<file path="src/rtl/fechadura_ctrl.sv">
// rtl/fechadura_ctrl.sv - lock sequencing controller: password init, keypad entry, compare, unlock/alarm
// Owns all three ports of the external 8x8 register bank; every output is registered.
module fechadura_ctrl #(
   parameter int OPEN_CYCLES = 50,
   parameter int LOCK_CYCLES = 100,
   parameter int MAX_FAILS   = 3
) (
   input  logic       clk,
   input  logic       rst_n,
   input  logic       key_valid,
   input  logic [3:0] key_code,
   input  logic [7:0] rd1,
   input  logic [7:0] rd2,
   output logic       we3,
   output logic [2:0] wa3,
   output logic [7:0] wd3,
   output logic [2:0] ra1,
   output logic [2:0] ra2,
   output logic       unlocked,
   output logic       alarm,
   output logic       busy,
   output logic [1:0] digit_count
);

   typedef enum logic [2:0] {
      S_INIT,
      S_IDLE,
      S_ENTRY,
      S_CHECK,
      S_OPEN,
      S_PROG,
      S_LOCKOUT
   } state_t;

   localparam logic [3:0]  KEY_ENTER  = 4'hA;
   localparam logic [3:0]  KEY_CLEAR  = 4'hB;
   localparam logic [3:0]  KEY_PROG   = 4'hC;
   localparam logic [2:0]  REG_FAILS  = 3'd7;
   localparam logic [15:0] OPEN_LOAD  = 16'(OPEN_CYCLES - 1);
   localparam logic [15:0] LOCK_LOAD  = 16'(LOCK_CYCLES - 1);
   localparam logic [7:0]  FAIL_LIMIT = 8'(MAX_FAILS);

   state_t      state_q, state_d;
   logic [1:0]  step_q, step_d;
   logic [15:0] timer_q, timer_d;
   logic [7:0]  fails_q, fails_d;
   logic        mismatch_q, mismatch_d;
   logic        we3_q, we3_d;
   logic [2:0]  wa3_q, wa3_d;
   logic [7:0]  wd3_q, wd3_d;
   logic [2:0]  ra1_q, ra1_d;
   logic [2:0]  ra2_q, ra2_d;
   logic        unlocked_q, unlocked_d;
   logic        alarm_q, alarm_d;
   logic        busy_q, busy_d;
   logic [1:0]  count_q, count_d;

   logic        is_digit;
   logic        pair_differs;
   logic        fail_now;
   logic [7:0]  fails_inc;

   assign is_digit     = (key_code <= 4'd9);
   assign pair_differs = (rd1 != rd2);
   assign fails_inc    = (fails_q == 8'hFF) ? fails_q : fails_q + 8'd1;

   always_ff @(posedge clk or negedge rst_n) begin
      if (!rst_n) begin
         state_q    <= S_INIT;
         step_q     <= 2'd0;
         timer_q    <= 16'd0;
         fails_q    <= 8'd0;
         mismatch_q <= 1'b0;
         we3_q      <= 1'b0;
         wa3_q      <= 3'd0;
         wd3_q      <= 8'd0;
         ra1_q      <= 3'd0;
         ra2_q      <= 3'd0;
         unlocked_q <= 1'b0;
         alarm_q    <= 1'b0;
         busy_q     <= 1'b0;
         count_q    <= 2'd0;
      end else begin
         state_q    <= state_d;
         step_q     <= step_d;
         timer_q    <= timer_d;
         fails_q    <= fails_d;
         mismatch_q <= mismatch_d;
         we3_q      <= we3_d;
         wa3_q      <= wa3_d;
         wd3_q      <= wd3_d;
         ra1_q      <= ra1_d;
         ra2_q      <= ra2_d;
         unlocked_q <= unlocked_d;
         alarm_q    <= alarm_d;
         busy_q     <= busy_d;
         count_q    <= count_d;
      end
   end

   always_comb begin
      state_d    = state_q;
      step_d     = step_q;
      timer_d    = timer_q;
      fails_d    = fails_q;
      mismatch_d = mismatch_q;
      we3_d      = 1'b0;
      wa3_d      = wa3_q;
      wd3_d      = wd3_q;
      ra1_d      = 3'd0;
      ra2_d      = 3'd0;
      unlocked_d = 1'b0;
      alarm_d    = 1'b0;
      busy_d     = 1'b0;
      count_d    = count_q;
      fail_now   = 1'b0;

      case (state_q)
         S_INIT: begin
            we3_d  = 1'b1;
            busy_d = 1'b1;
            case (step_q)
               2'd0:    begin wa3_d = 3'd1;      wd3_d = 8'd1; end
               2'd1:    begin wa3_d = 3'd2;      wd3_d = 8'd2; end
               2'd2:    begin wa3_d = 3'd3;      wd3_d = 8'd3; end
               default: begin wa3_d = REG_FAILS; wd3_d = 8'd0; end
            endcase
            if (step_q == 2'd3) begin
               step_d  = 2'd0;
               state_d = S_IDLE;
            end else begin
               step_d = step_q + 2'd1;
            end
         end

         S_IDLE, S_ENTRY: begin
            if (key_valid) begin
               if (is_digit) begin
                  if (count_q != 2'd3) begin
                     we3_d   = 1'b1;
                     wa3_d   = 3'd4 + {1'b0, count_q};
                     wd3_d   = {4'd0, key_code};
                     count_d = count_q + 2'd1;
                     state_d = S_ENTRY;
                  end
               end else if (key_code == KEY_CLEAR) begin
                  count_d = 2'd0;
                  state_d = S_IDLE;
               end else if (key_code == KEY_ENTER) begin
                  if (count_q == 2'd3) begin
                     step_d     = 2'd0;
                     mismatch_d = 1'b0;
                     busy_d     = 1'b1;
                     state_d    = S_CHECK;
                  end else begin
                     count_d  = 2'd0;
                     fail_now = 1'b1;
                  end
               end
            end
         end

         // Step 0 issues the first address pair; read data for a pair is
         // compared on the following step, so step 3 only compares and decides.
         S_CHECK: begin
            busy_d = 1'b1;
            if (step_q != 2'd3) begin
               if (step_q != 2'd0) begin
                  mismatch_d = mismatch_q | pair_differs;
               end
               ra1_d  = 3'd1 + {1'b0, step_q};
               ra2_d  = 3'd4 + {1'b0, step_q};
               step_d = step_q + 2'd1;
            end else begin
               step_d     = 2'd0;
               mismatch_d = 1'b0;
               count_d    = 2'd0;
               if (mismatch_q | pair_differs) begin
                  fail_now = 1'b1;
               end else begin
                  fails_d    = 8'd0;
                  we3_d      = 1'b1;
                  wa3_d      = REG_FAILS;
                  wd3_d      = 8'd0;
                  busy_d     = 1'b0;
                  unlocked_d = 1'b1;
                  timer_d    = OPEN_LOAD;
                  state_d    = S_OPEN;
               end
            end
         end

         S_OPEN: begin
            unlocked_d = 1'b1;
            if (timer_q == 16'd0) begin
               unlocked_d = 1'b0;
               state_d    = S_IDLE;
            end else begin
               timer_d = timer_q - 16'd1;
               if (key_valid && (key_code == KEY_PROG)) begin
                  step_d  = 2'd0;
                  state_d = S_PROG;
               end
            end
         end

         // Timer is left untouched here; every exit from PROG goes to IDLE.
         S_PROG: begin
            unlocked_d = 1'b1;
            if (key_valid) begin
               if (is_digit) begin
                  we3_d = 1'b1;
                  wa3_d = 3'd1 + {1'b0, step_q};
                  wd3_d = {4'd0, key_code};
                  if (step_q == 2'd2) begin
                     step_d     = 2'd0;
                     unlocked_d = 1'b0;
                     state_d    = S_IDLE;
                  end else begin
                     step_d = step_q + 2'd1;
                  end
               end else if (key_code == KEY_CLEAR) begin
                  step_d     = 2'd0;
                  unlocked_d = 1'b0;
                  state_d    = S_IDLE;
               end
            end
         end

         S_LOCKOUT: begin
            alarm_d = 1'b1;
            busy_d  = 1'b1;
            if (timer_q == 16'd0) begin
               alarm_d = 1'b0;
               busy_d  = 1'b0;
               we3_d   = 1'b1;
               wa3_d   = REG_FAILS;
               wd3_d   = 8'd0;
               state_d = S_IDLE;
            end else begin
               timer_d = timer_q - 16'd1;
            end
         end

         default: begin
            state_d = S_INIT;
            step_d  = 2'd0;
         end
      endcase

      // Shared by a short Enter and a failed compare.
      if (fail_now) begin
         we3_d = 1'b1;
         wa3_d = REG_FAILS;
         wd3_d = fails_inc;
         if (fails_inc >= FAIL_LIMIT) begin
            fails_d = 8'd0;
            timer_d = LOCK_LOAD;
            alarm_d = 1'b1;
            busy_d  = 1'b1;
            state_d = S_LOCKOUT;
         end else begin
            fails_d = fails_inc;
            busy_d  = 1'b0;
            state_d = S_IDLE;
         end
      end
   end

   assign we3         = we3_q;
   assign wa3         = wa3_q;
   assign wd3         = wd3_q;
   assign ra1         = ra1_q;
   assign ra2         = ra2_q;
   assign unlocked    = unlocked_q;
   assign alarm       = alarm_q;
   assign busy        = busy_q;
   assign digit_count = count_q;

endmodule
</file>
<file path="config.mk">
export PLATFORM = sky130hd
export DESIGN_NAME = fechadura_ctrl
export DESIGN_NICKNAME = d
export VERILOG_FILES = /design/src/rtl/fechadura_ctrl.sv
export SDC_FILE = /design/constraint.sdc
export NUM_CORES = 1
export LEC_CHECK = 0
export BUFFER_PORTS_ARGS = -buffer_cell sky130_fd_sc_hd__buf_2
export CAP_MARGIN = 20
export CORE_UTILIZATION = 50
export DETAILED_ROUTE_END_ITERATION = 8
export HOLD_SLACK_MARGIN = 0.15
export PLACE_DENSITY = 0.78
export SLEW_MARGIN = 10
export SYNTH_ARGS = -nofsm -noshare
export SYNTH_HDL_FRONTEND = slang
export SYNTH_SLANG_ARGS = --single-unit
</file>
<file path="constraint.sdc">
create_clock -name clk -period 2.51 [get_ports clk]
set_input_delay 0.3765 -clock clk [delete_from_list [all_inputs] [get_ports clk]]
set_output_delay 0.3765 -clock clk [all_outputs]
set_load 0.05 [all_outputs]
</file>
==> results of run 1 <==
[worst max-delay path by stage]
stage,depth (start not counted),slack (ns),from,end
floorplan,8,-0.13,rd2[5],wd3[2]
global placement,7,-0.12,rd2[5],wd3[2]
detailed placement,7,-0.16,rd2[5],wd3[3]
CTS,9,-0.002,timer_q[0],timer_q[12]
global route,9,0.007,timer_q[0],timer_q[12]
finish,5,0.13,mismatch_q,wd3[3]
[per-layer routing]
metal	global-route usage	vias up
met1	0.344	1646
met3	0.0413	19
met2	0.465	123
met5	0	-
li1	-	1579
met4	0.0832	0
[cell families (layout without fill, tap and decap cells)]
kind of cell,after synthesis,in the layout,share of synthesized area
adders and majority gates,11,11,0.0397
AOI/OAI and AO/OA,99,99,0.201
xor gates and xnor gates,17,17,0.0437
muxes,12,12,0.0364
other,1,1,0.00110
and+or+nand+nor,170,170,0.251
DFF,52,52,0.382
buffers and inverters,36,101,0.0452
[power groups by stage]
stage	registers [mW]	clock network, mW	logic (mW)
detailed placement	1.36	0	2.64
global placement	1.35	0	2.57
CTS	1.36	0.531	2.66
finish	1.36	0.523	2.69
global route	1.40	0.553	2.93
floorplan	1.69	0	1.49
[repair_timing]
action | 4_1_cts | 5_1_grt
hold endpoints to repair | 30 | 0
cloned | 0 | 0
resized for setup | 4 | 5
pin swaps | 1 | 1
setup buffers | 0 | 0
setup endpoints to repair | 5 | 14
hold buffers | 1 | 0
[sequential cells by signal, indices dropped and copies added (netlist names)]
register / flops
timer_q: 16
fails_q: 8
wd3: 8
ra2: 3
state_q: 3
wa3: 3
digit_count: 2
ra1: 2
step_q: 2
alarm: 1
busy: 1
mismatch_q: 1
unlocked: 1
we3: 1
[worst max-delay path, cell delays in order (launching register included)]
cell     delay, ns
dfrtp_1       0.40
or4_4         0.52
or4_4         0.45
a41o_4        0.27
or2_1         0.30
a311o_1       0.33
[layout by cell type, fill, tap and decap left out, types with 4 or more instances in the layout]
cell / synthesis / layout
nand2_1: 44 / 43
mux2i_1: 9 / 9
o211ai_1: 5 / 5
and2_1: 5 / 5
a211oi_1: 7 / 7
nor2b_1: 5 / 5
nand2b_1: 4 / 4
inv_1: 9 / 9
nand3_1: 13 / 13
dfrtp_1: 52 / 52
a21oi_1: 20 / 20
o21ai_0: 21 / 20
o31ai_1: 5 / 5
xor2_1: 5 / 5
xnor2_1: 12 / 12
nor3_1: 15 / 14
ha_1: 10 / 10
or4_1: 6 / 5
a311o_1: 4 / 4
clkbuf_8: 0 / 5
nor4_1: 5 / 4
buf_4: 1 / 37
nor2_1: 40 / 38
o22ai_1: 7 / 7
and3_1: 13 / 13
buf_2: 0 / 44
[metrics by stage]
stage / setup slack, ns / cells / instance area [µm²] / power, mW
after global placement: -0.117 / 531 / 3930 / 3.92
after CTS: -0.00240 / 540 / 4050 / 4.55
after detailed placement: -0.163 / 531 / 3930 / 4.00
after floorplan: -0.133 / 398 / 3410 / 3.18
after global routing: 0.00683 / 540 / 4060 / 4.89
final: 0.126 / 540 / 4060 / 4.58
[layout make-up]
| class | count | area (µm²) | share of cell area |
|---|---|---|---|
| repair buffers | 84 | 548 | 0.135 |
| flip-flops and latches | 52 | 1300 | 0.320 |
| clock inverters | 3 | 26.3 | 0.00647 |
| well taps | 77 | 96.3 | 0.0237 |
| multi-input cells | 310 | 1990 | 0.490 |
| inverters | 9 | 33.8 | 0.00831 |
| clock buffers | 5 | 68.8 | 0.0169 |
==> flow_metrics.tcl, run 1 <==
set metrics [dict create \
    clkPwrFrac 0.114 \
    setup_viol 0 \
    place_hpwl_mm 6.72 \
    antenna_found_initial 0 \
    grt_util_all_layers 0.268 \
    pin_count 46 \
    fin_setup_tns_ns 0 \
    synthDistinctLibCells 61 \
    yosys_warnings 0 \
    htreeDepth 2 \
    ir_drop_uv 668 \
    rsz0062_at_grt "false" \
    synth.top_cell.area_share 0.382 \
    synth_area_leaders "dfrtp_1, nand2_1, nor2_1, ha_1, o21ai_0" \
    routed_wl_mm 9.00 \
    clk_latency_ns 0.32 \
    globalplace.congestion 0.921 \
    avgSynthCellArea_um2 8.56 \
    start_util 0.527 \
    setup.worst_path.class "reg -> reg" \
    async_flop_share 1.00 \
    r2r_end "wd3[3]" \
    rows 29 \
    start_kind "register" \
    hold_viol 0 \
    switching_share 0.475 \
    pwr-share-seq 0.298 \
    yosysSeqAreaShare 0.382 \
    p_leak_nw 1.83 \
    dieArea_um2 7150 \
    grt_overflow 0 \
    p_per_area_nw_per_um2 1130 \
    power_frac_comb 0.588 \
    max_freq_mhz 419 \
    numCtsBuffers 5 \
    r2r_setup_slack_ns 0.13 \
    die_h_um 84.5 \
    wire_per_inst_um 16.7 \
    max_cap_viol_count 0 \
    syn2layout_area_growth_pct 19.3 \
    path_max_fanout 5 \
    utilization 0.629 \
    holdPathEnd "timer_q[3]" \
    drt_iter0_drc 327 \
    end_kind "register" \
    clkSinkCount 52 \
    cts-root-buf "clkbuf_8" \
    wl_met1_mm 3.75 \
    met2_length_mm 4.54 \
    syn_nets 431 \
    firstDrtPassIters 5 \
    synth-main-ff-cell "dfrtp_1" \
    yosysMostFrequentCell "dfrtp_1" \
    fin_crit_ns 2.38 \
    grt_pass1_wl_mm 15.4 \
    min_path_type "reg -> reg" \
    die_w_um 84.5 \
    wl_met3_um 525 \
    hold_path_startpoint "timer_q[3]" \
    worst-r2r-cell-count 5 \
    nets 495 \
    fin_skew_ns 0.0122 \
    ys_top_cells_by_count "dfrtp_1, nand2_1, nor2_1, clkbuf_1, o21ai_0" \
    hold_ws_ns 0.517 \
    portBuffers 44 \
    cp_data_required_time_ns 2.71 \
    netSwitchingPower_mw 2.17 \
    grt_pass1_vias 3198 \
    drc_errors 0 \
    routed.top_layer "met4" \
    synth_edf_count 0 \
    max_slew_margin 0.516 \
    slew_viol_final 0 \
    status "finished, final reports clean" \
    via_count 3367 \
    fillers 555 \
    clk_pin_slew_ns 0.11 \
    ant_nets 0 \
    finalCritPeriodShare 0.950 \
    cts_tree "done" \
    synth-seq-cells 52 \
    n_antenna_cell 0 \
    postSynthCellCount 398 \
    critPathArrivalTime_ns 2.59 \
    clk_path_buf_depth 2 \
    min_path_cells 1 \
    synth_top_area_cell "dfrtp_1" \
    core-area_um2 6460 \
    post_drt_via_cell_ratio 6.24 \
    final_layout_size_suffix_gt1_frac 0.233 \
    internal_power_mw 2.40 \
    tightest_slew_ns 0.726 \
    synth.cell_area_um2 3410 \
    grt_max_degree 33 \
    r2r-start "mismatch_q" \
]
(Power assumes the default switching activity.)
==> run 2, diff against run 1 <==
ABC_AREA = 1   (was default)
PLACE_DENSITY = 0.77   (was 0.78)
==> run 2 against run 1 <==
Effect of this change: wire length shrank 2.4%; register-to-register slack gained 0.18 ns; critical path depth grew 8; synthesized cell count grew 34%; largest power group unchanged; worst hold slack lost 0.10 ns; utilization shrank 4.1 points.
==> flow_metrics.tcl, run 2 <==
set metrics [dict create \
    pin_count 46 \
    worst-r2r-cell-count 13 \
    instances_no_fill 681 \
    synth_edf_count 0 \
    n_antenna_cell 0 \
    end_kind "register" \
    synthDistinctLibCells 39 \
    drc_errors 0 \
    status "finished, final reports clean" \
    drt_iter0_drc 193 \
    cpPeakStageDelay_ns 0.43 \
    min_path_cells 5 \
    ys_top_cells_by_count "nand2_1, nor2_1, inv_1, nand3_1, dfrtp_1" \
    finalCritPeriodShare 0.877 \
    cp_top_family "simple AND/OR/NAND/NOR gates" \
    place_hpwl_mm 6.75 \
    clk_path_buf_depth 2 \
    p_per_area_nw_per_um2 1250 \
    min_path_type "in -> reg" \
    r2r-start "fails_q[0]" \
    setup_viol 0 \
    post_drt_via_cell_ratio 5.18 \
    final_common_cell "nand2_1" \
    grt_overflow 0 \
    crit_slowest_cell "dfrtp_1" \
    via_count 3525 \
    fin_area_um2 4040 \
    cp_common_cell "nand2_1" \
    die_h_um 86.7 \
    core-area_um2 6870 \
    max_cap_viol_count 0 \
    die_w_um 86.7 \
    globalplace.congestion 0.934 \
    numCtsBuffers 5 \
    largest-register "timer_q" \
    yosysSeqAreaShare 0.363 \
    synth_area_leaders "dfrtp_1, nand2_1, nand3_1, nor2_1, inv_1" \
    synth.cell_area_um2 3590 \
    postSynthCellCount 535 \
    async_flop_share 1.00 \
    cp_data_required_time_ns 2.72 \
    path_max_fanout 17 \
    ir_drop_uv 432 \
    crit_cells 13 \
    grt_util_all_layers 0.256 \
    fin_setup_tns_ns 0 \
    placed_cell_area_um2 3910 \
    synth.top_cell.area_share 0.363 \
    hold_path_startpoint "key_code[2]" \
    avgSynthCellArea_um2 6.71 \
    cp-startpoint "fails_q[0]" \
    antenna_found_initial 0 \
    synth_top_area_cell "dfrtp_1" \
    syn2layout_area_growth_pct 12.6 \
    cts-root-buf "clkbuf_8" \
    synth-seq-cells 52 \
    slew_viol_final 0 \
    clk_pin_slew_ns 0.10 \
    grt_max_degree 33 \
    yosysMostFrequentCell "nand2_1" \
    fin_crit_ns 2.20 \
    final_layout_size_suffix_gt1_frac 0.140 \
    clk_latency_ns 0.31 \
    portBuffers 44 \
    cts.hold.buffers_added 1 \
    multi_input_area_um2 1950 \
    dieArea_um2 7520 \
    p_leak_nw 2.26 \
    critPathArrivalTime_ns 2.42 \
    clkSinkCount 52 \
    hold_viol 0 \
    fillers 697 \
    yosys_warnings 0 \
    fin_skew_ns 0.0109 \
    cts_tree "done" \
    start_util 0.522 \
    largest_reg_flops 16 \
    grt_pass1_wl_mm 15.1 \
    wire_per_inst_um 12.9 \
    path_cells "ha_1 > inv_1 > nor2_4 > nand2_1 > nand2_1 > nand2_1 > nor2_1 > nor2_1 > nand2_2 > nand2_2 > inv_2 > nor2_1 > nand2_1" \
    syn_nets 568 \
    final_cell_mix "nand2_1, nor2_1, inv_1" \
    firstDrtPassIters 4 \
    post-place-cells 672 \
    setup.worst_path.class "reg -> reg" \
    cts_resized 0 \
    max_freq_mhz 454 \
    htreeDepth 2 \
    worst-path-buf-inv 2 \
    cts_setup_buffers 0 \
    grt_pass1_vias 3281 \
    rows 30 \
    ant_nets 0 \
    rsz0062_at_grt "false" \
    regArea_um2 1300 \
    nets 617 \
    routed_wl_mm 8.78 \
    synth-main-ff-cell "dfrtp_1" \
    start_kind "register" \
]
-- run 2: cell count changes in the layout (fill, tap and decap cells not counted), moves of 7 or more --
cell	delta
nand4_1	+7
xnor2_1	-9
buf_4	-33
a21oi_1	-7
a211oi_1	-7
nand3_1	+46
inv_1	+60
mux2i_1	-9
and3_1	-13
inv_2	+7
nand2_1	+109
nor2_1	+36
-- run 2: worst paths after layout --
kind / slack (ns) / end
setup / recovery: 0.31 / timer_q[6]
hold / removal: 0.41 / wd3[2]
setup reg to reg: 0.31 / timer_q[6]
hold reg to reg: 0.50 / wd3[5]
max in group asynchronous: 1.20 / step_q[0]
min in group asynchronous: 0.54 / ra2[0]
-- run 2: per-stage QoR --
stage | utilization | setup WS, ns | power, mW | hold WS, ns
floorplan | - | 0.659 | 3.70 | 0.0809
global placement | 0.569 | 0.406 | 4.35 | 0.355
detailed placement | 0.569 | 0.332 | 4.41 | 0.362
CTS | 0.588 | 0.325 | 5.04 | 0.415
global route | 0.588 | 0.0422 | 5.53 | 0.446
finish | 0.588 | 0.309 | 5.05 | 0.413
-- run 2: area by class of cell --
cell class / count / share of cell area
multi-input combinational: 399 / 0.482
sequential: 52 / 0.322
inverter: 77 / 0.0715
timing repair buffer: 49 / 0.0644
tap: 96 / 0.0297
clock buffer: 6 / 0.0204
clock inverter: 2 / 0.00960
-- run 2: where the power goes --
group / internal (mW) / switching, mW
clock network: 0.327 / 0.298
logic: 0.909 / 2.04
registers: 1.17 / 0.305
total: 2.40 / 2.65
-- run 2: routing by layer --
layer | global-route usage | part of all wire
met5 | 0 | 0
met4 | 0.0879 | 0.019
met3 | 0.0343 | 0.045
met2 | 0.421 | 0.46
met1 | 0.347 | 0.47
-- run 2: tightest hold or removal path: cells and delay by family --
kind | cells | cell delay [ns]
AND/OR/NAND/NOR | 4 | 0.20
buffers and inverters | 1 | 0.11
-- run 2: cells by family after synthesis --
family                     synth area share
other                               0.00105
DFF                                   0.363
AOI/OAI and AO/OA                    0.0917
buffers and inverters                0.0942
adders and majority gates            0.0349
xor gates and xnor gates             0.0147
and+or+nand+nor                       0.401
